===== config.mk =====
export PLATFORM = sky130hd
export DESIGN_NAME = mem_dump_reader
export DESIGN_NICKNAME = d
export VERILOG_FILES = /design/src/rtl/mips_dump_pkg.sv /design/src/rtl/mem_dump_reader.sv
export SDC_FILE = /design/constraint.sdc
export NUM_CORES = 1
export LEC_CHECK = 0
export ABC_AREA = 1
export BUFFER_PORTS_ARGS = -buffer_cell sky130_fd_sc_hd__clkbuf_2
export CAP_MARGIN = 20
export CELL_PAD_IN_SITES_DETAIL_PLACEMENT = 2
export CELL_PAD_IN_SITES_GLOBAL_PLACEMENT = 2
export CORE_MARGIN = 2
export CORE_UTILIZATION = 25
export CTS_BUF_LIST = sky130_fd_sc_hd__clkbuf_8
export DETAILED_ROUTE_END_ITERATION = 8
export PLACE_DENSITY_LB_ADDON = 0.2
export SLEW_MARGIN = 20
export SYNTH_ARGS = -nofsm -noshare
export SYNTH_HDL_FRONTEND = slang
export SYNTH_SLANG_ARGS = --single-unit

===== constraint.sdc =====
create_clock -name clk -period 2 [get_ports clk]
set_input_delay 0.1 -clock clk [delete_from_list [all_inputs] [get_ports clk]]
set_output_delay 0.1 -clock clk [all_outputs]
set_load 0.02 [all_outputs]

===== src/rtl/mips_dump_pkg.sv =====
// Shared definitions for the memory dump reader: FSM encoding, tag constant, width helper.
package mips_dump_pkg;

    typedef enum logic [2:0] {
        IDLE    = 3'd0,
        RF_RD   = 3'd1,
        DM_REQ  = 3'd2,
        DM_WAIT = 3'd3,
        EMIT    = 3'd4,
        FIN     = 3'd5
    } dump_state_t;

    localparam logic [15:0] RF_TAG = 16'h8000;

    function automatic int max_w(input int a, input int b);
        return (a > b) ? a : b;
    endfunction

endpackage


===== src/rtl/mem_dump_reader.sv =====
// Streams the register file (when MEM_DUMP_RF_EN is defined) and then all of data memory
// out over a valid/ready port, one tagged word at a time, ascending addresses.
module mem_dump_reader
    import mips_dump_pkg::*;
#(
    parameter int DATA_W  = 32,
    parameter int DMEM_AW = 8,
    parameter int RF_AW   = 5
) (
    input  logic               clk,
    input  logic               reset,
    input  logic               start,
    output logic               busy,
    output logic               done,
    output logic [RF_AW-1:0]   rf_rd_addr,
    input  logic [DATA_W-1:0]  rf_rd_data,
    output logic               dmem_rd_en,
    output logic [DMEM_AW-1:0] dmem_rd_addr,
    input  logic [DATA_W-1:0]  dmem_rd_data,
    output logic               out_valid,
    input  logic               out_ready,
    output logic [DATA_W-1:0]  out_data,
    output logic [15:0]        out_tag,
    output logic               out_last
);

    localparam int CW         = max_w(RF_AW, DMEM_AW);
    localparam int DMEM_DEPTH = 2 ** DMEM_AW;
    localparam logic [CW-1:0] DM_LAST = CW'(DMEM_DEPTH - 1);

    dump_state_t   state;
    logic [CW-1:0] cnt;

`ifdef MEM_DUMP_RF_EN
    localparam int RF_DEPTH = 2 ** RF_AW;
    localparam logic [CW-1:0] RF_LAST = CW'(RF_DEPTH - 1);

    logic is_rf;

    assign rf_rd_addr = (state == RF_RD) ? cnt[RF_AW-1:0] : '0;
`else
    logic rf_data_unused;

    assign rf_rd_addr     = '0;
    assign rf_data_unused = ^rf_rd_data;
`endif

    assign dmem_rd_addr = cnt[DMEM_AW-1:0];

    always_ff @(posedge clk or posedge reset) begin
        if (reset) begin
            state      <= IDLE;
            cnt        <= '0;
            busy       <= 1'b0;
            done       <= 1'b0;
            dmem_rd_en <= 1'b0;
            out_valid  <= 1'b0;
            out_data   <= '0;
            out_tag    <= '0;
            out_last   <= 1'b0;
`ifdef MEM_DUMP_RF_EN
            is_rf      <= 1'b0;
`endif
        end else begin
            done       <= 1'b0;
            dmem_rd_en <= 1'b0;
            case (state)
                IDLE: begin
                    if (start) begin
                        cnt  <= '0;
                        busy <= 1'b1;
`ifdef MEM_DUMP_RF_EN
                        is_rf <= 1'b1;
                        state <= RF_RD;
`else
                        dmem_rd_en <= 1'b1;
                        state      <= DM_REQ;
`endif
                    end
                end
                RF_RD: begin
                    // The register file always precedes memory, so an RF word is never last.
                    out_data  <= rf_rd_data;
                    out_tag   <= RF_TAG | {1'b0, 15'(cnt)};
                    out_last  <= 1'b0;
                    out_valid <= 1'b1;
                    state     <= EMIT;
                end
                DM_REQ: state <= DM_WAIT;
                DM_WAIT: begin
                    out_data  <= dmem_rd_data;
                    out_tag   <= {1'b0, 15'(cnt)};
                    out_last  <= (cnt == DM_LAST);
                    out_valid <= 1'b1;
                    state     <= EMIT;
                end
                EMIT: begin
                    if (out_ready) begin
                        out_valid <= 1'b0;
                        out_last  <= 1'b0;
`ifdef MEM_DUMP_RF_EN
                        if (is_rf) begin
                            if (cnt == RF_LAST) begin
                                cnt        <= '0;
                                is_rf      <= 1'b0;
                                dmem_rd_en <= 1'b1;
                                state      <= DM_REQ;
                            end else begin
                                cnt   <= cnt + 1'b1;
                                state <= RF_RD;
                            end
                        end else
`endif
                        if (cnt == DM_LAST) begin
                            done  <= 1'b1;
                            state <= FIN;
                        end else begin
                            cnt        <= cnt + 1'b1;
                            dmem_rd_en <= 1'b1;
                            state      <= DM_REQ;
                        end
                    end
                end
                FIN: begin
                    busy  <= 1'b0;
                    state <= IDLE;
                end
                default: begin
                    busy  <= 1'b0;
                    state <= IDLE;
                end
            endcase
        end
    end

endmodule


======== Yosys cells after proc, flatten, opt, wreduce, memory -nomap -nowiden ========
Cells that the tools add are included.
cells by class
  add/sub/neg operators ................... 1
  equality and inequality tests ........... 8
  muxes and demuxes ....................... 22
  bitwise operators ....................... 1
  reduce and logical (&&, ||, !) cells .... 12
operators by type and width
  operator             number
  $pmux 32 s2          1
  $pmux 16 s2          1
  $mux 8               3
  $pmux 8 s2           1
  $pmux 3 s4           1
  $mux 3               3
  $add 8x1->8 const B  1
  $eq 8x8->1 const B   1
  $mux 1               8
  $reduce_and 2->1     4
  $eq 3x2->1 const B   2
  $ne 2x2->1 const B   3
  $pmux 1 s2           3
  $reduce_bool 2->1    3
  $reduce_and 4->1     1
  $reduce_or 4->1      1
  $eq 3x1->1 const B   1
  $eq 3x3->1 const B   1
  $logic_not 3->1      1
  $pmux 1 s3           1
  $reduce_bool 3->1    1
  $reduce_or 2->1      1
  $not 1->1            1
word-level totals
  bits in registers ....................... 64
  input port bits ......................... 68
  output and inout bits ................... 66
  word-level logic and storage cells ...... 53

======== Logic depth before layout (Yosys ltp) ========
  depth in word-level cells ............... 4
  mapped depth ............................ 8
  gate-level depth less buffers ........... 8

======== Least setup slack after synthesis ========
No wires, ideal clock.
  kind .................................... reg-to-reg
  start point ............................. register cnt[1] (netlist: dmem_rd_addr[1])
  end point ............................... register cnt[2] (netlist: dmem_rd_addr[2])
  setup time .............................. 121 ps
  arrival time ............................ 1314 ps
  required time ........................... 1879 ps
  setup slack ............................. 565 ps
  cell stages (with the launch flop) ...... 9
  cell sequence ........................... dfrtp_1 ha_1 nand2_1 nor2_4 nand2_2 nand2_2 nand2_2 nand2_1 o21ai_1
on the way
  word-level cells in the longest chain between the ends .. 4
  elaborated cells between the ends (all ways) .. 7
  those cells by class .................... add/sub: 1; eq/ne: 2; mux: 3; reduce/logical: 1
RTL lines
  what                    line                    RTL
  from (decl)             mem_dump_reader.sv:32   logic [CW-1:0] cnt;
  from (signal assigned)  mem_dump_reader.sv:118  cnt <= cnt + 1'b1;
  $add 8x1->8             mem_dump_reader.sv:118
  $mux 8                  mem_dump_reader.sv:114  if (cnt == DM_LAST) begin
  $mux 8                  mem_dump_reader.sv:98   if (out_ready) begin
  $pmux 8 s2              mem_dump_reader.sv:67   case (state)
Parallel ways exist; a longest one is shown, timed or not. The select of a mux whose other input is x is not followed.
A chain may end at the register's enable or synchronous reset.

======== Worst setup path in the final report ========
Same ends and word-level chain as after synthesis.

==> results.md <==
- Pre-CTS setup slack: ~0.45 ns
- Clock buffer depth: 2
- GRT overflow: 0
- Detail Route Antenna Nets: 0
- Die H: 110 um
- Min-Delay Path Class: input port to flip-flop
- Post-synth cell types: 23
- Max H-tree Level: 3
- Mapped Cells: 349
- Hpwl dp: approximately 6.8 mm
- Fmax: 651 MHz
- ANT cells: 0
- Synth area leader: dfrtp_1
- Fill count: 1296
- Area growth, synth to finish: 32.1%
- Port bufs: 121
- Worst-Skew Late Latency: 0.33 ns
- Status: complete, no violations
- Critical path capture point type: flip-flop
- Final setup fails: 0
- Largest fanout on the critical path: 6
- Core area: 10900 um^2
- Total power: 5.42 mW
- Crit path required time: 2.21 ns
- First-pass GRT wire length: 14.5 mm
- Mapped cell area: 2790 um^2
- Final hold violation count: 0
- Final core utilization: 0.339
- Sequential share of the synthesized area: 0.511
- Vias per inst: 4.41
- Mean Syn Cell Area: between 7 and 8 um^2
- CP Class: flip-flop to flip-flop
- Leak: about 1.9 nW
- Die ar.: 12000 um^2
- Clock Skews: 0.0108 ns
- Hold Path Origin: out_ready
- Worst R2R Start: dmem_rd_addr[1]
- Hold slack: between 0.01 and 0.015 ns
- Vias in the first global route: 2942
- PostCTS Resize Cnt: 0
- Cts bufs inserted: 9
- Maximum number of pins on one net before global-route repair: 58
- Initial antenna violation count: 0
- Clock transition at the registers of the reported paths: about 0.070 ns
- Pwr Density: 1470 nW/um^2
- CTS sink cnt: 57
- Gr usage total: 0.158
- Drt first pass iters: 4
- Synth area leaders: dfrtp_1 (51%), nand2_1 (13%), o21ai_1 (9.0%)
- CTS tree: yes
- Initial Utilization: 0.256
- Routed wire per std cell: 14.5 um
- Share of post-route cells with drive strength above 1: 0.394
- Yosys reg bits: 57
- Number of cell rows: 38
- Syn. warnings: 0
- FF/Latch Area: ~1400 um^2
- Nets: 542
- Synth top area share: 0.511
- Peak VDD IR: 0.451 mV
- Via count: 2718
- Pins Over Slew Limit: 0
- RSZ-0062 raised after global routing: false
- Fin crit share: 0.768
- Min Tclk post-route: 1.54 ns
- Commonest non-fill, non-tap cell in the layout: clkbuf_2
- Clk root buf: clkbuf_8
- Global placement routability congestion: 0.740
- Worst Setup Start Kind: flip-flop
- CP startpoint: dmem_rd_addr[1]
- Die X: approximately 110 um
- Multi-input logic area: 1050 um^2
- Final wirelength: 8.94 mm
- Setup TNS: 0 ns
- DR DRC count: 0
- Arr. time, crit path: between 1.5 and 2 ns
- Most frequent cells in the layout: clkbuf_2 (121), nand2_1 (100), dfrtp_1 (57), o21ai_1 (50), nand3_1 (39)
- Drt first-iter violations: 90
- Max Cap Viol: 0
- Fin worst setup slack: 0.463 ns
- I/O Pins: ~130
## per-stage QoR
step / instances / cell area (um^2)
2_1_floorplan: 360 / 2830
3_3_place_gp: 601 / 3500
3_5_place_dp: 601 / 3500
4_1_cts: 617 / 3690
5_1_grt: 617 / 3690
6_report: 617 / 3690
## power breakdown
part           switching, mW  internal [mW]  leakage (nW)  total [mW]
Clock                  0.454          0.538        0.0980       0.992
Sequential             0.280           1.59         0.692        1.87
Combinational           1.75          0.808          1.14        2.56
Total                   2.49           2.93          1.93        5.42
## worst max-delay path, cell delays in order (launching register included)
cell and delay (ns):
dfrtp_1 0.42, ha_1 0.20, nand2_1 0.12, nor2_4 0.20
nand2_2 0.11, nand2_2 0.11, nand2_2 0.12, nand2_1 0.09
o21ai_1 0.06
## worst paths after layout
| check | slack, ns | endpoint | cells past startpoint |
|---|---|---|---|
| setup / recovery | 0.46 | dmem_rd_addr[2] | 8 |
| hold / removal | 0.01 | done | 3 |
| setup reg to reg | 0.46 | dmem_rd_addr[2] | 8 |
| hold reg to reg | 0.49 | out_tag[5] | 2 |
| max in group asynchronous | 1.37 | out_data[20] | 4 |
| min in group asynchronous | 0.37 | out_data[3] | 4 |
## cell usage after synthesis
master,count
a21oi_1,2
buf_1,2
buf_2,7
buf_4,13
buf_6,3
clkbuf_1,2
clkinv_1,1
conb_1,1
dfrtp_1,57
ha_1,1
inv_1,12
inv_2,34
nand2_1,100
nand2_2,5
nand3_1,39
nand3_2,1
nor2_1,9
nor2_4,4
nor3b_1,1
o21a_1,1
o21ai_0,3
o21ai_1,50
xor2_1,1
## per-layer routing
| layer | share of wire | routed length (um) | track usage | vias to the layer above |
|---|---|---|---|---|
| met2 | 0.48 | 4270 | 0.261 | 85 |
| met5 | 0 | 0 | 0 | - |
| met3 | 0.064 | 576 | 0.0462 | 4 |
| met1 | 0.45 | 4040 | 0.201 | 1311 |
| met4 | 0.0054 | 48 | 0.0407 | 0 |
| li1 | - | - | - | 1318 |
## cell type report
type                    instances  share of cell area
clock inverters                 3             0.00407
inverters                      47              0.0479
repair buffers                129               0.185
multi-input cells             229               0.284
well taps                     140              0.0475
clock buffers                  12              0.0448
flip-flops and latches         57               0.387
## cells by family after synthesis
logic type	after synthesis	share of synthesized area
AO/OA/AOI/OAI	56	0.101
XOR/XNOR	1	0.00314
adder cells (fa/ha/maj)	1	0.00448
buffers and inverters	74	0.128
flip-flops	57	0.511
other	1	0.00134
AND/OR/NAND/NOR	159	0.250
## repair_timing
action,4_1_cts,5_1_grt
hold buffers,1,0
hold endpoints to repair,57,0
setup endpoints to repair,0,0
setup buffers,0,0
## flip-flops by register name, summed over array words and instances, names as in the netlist
signal and cells:
out_tag 9, dmem_rd_en 1, out_valid 1, dmem_rd_addr 8
out_data 32, done 1, out_last 1, state 3
busy 1
Note: power is estimated with default switching activity, not from simulation.
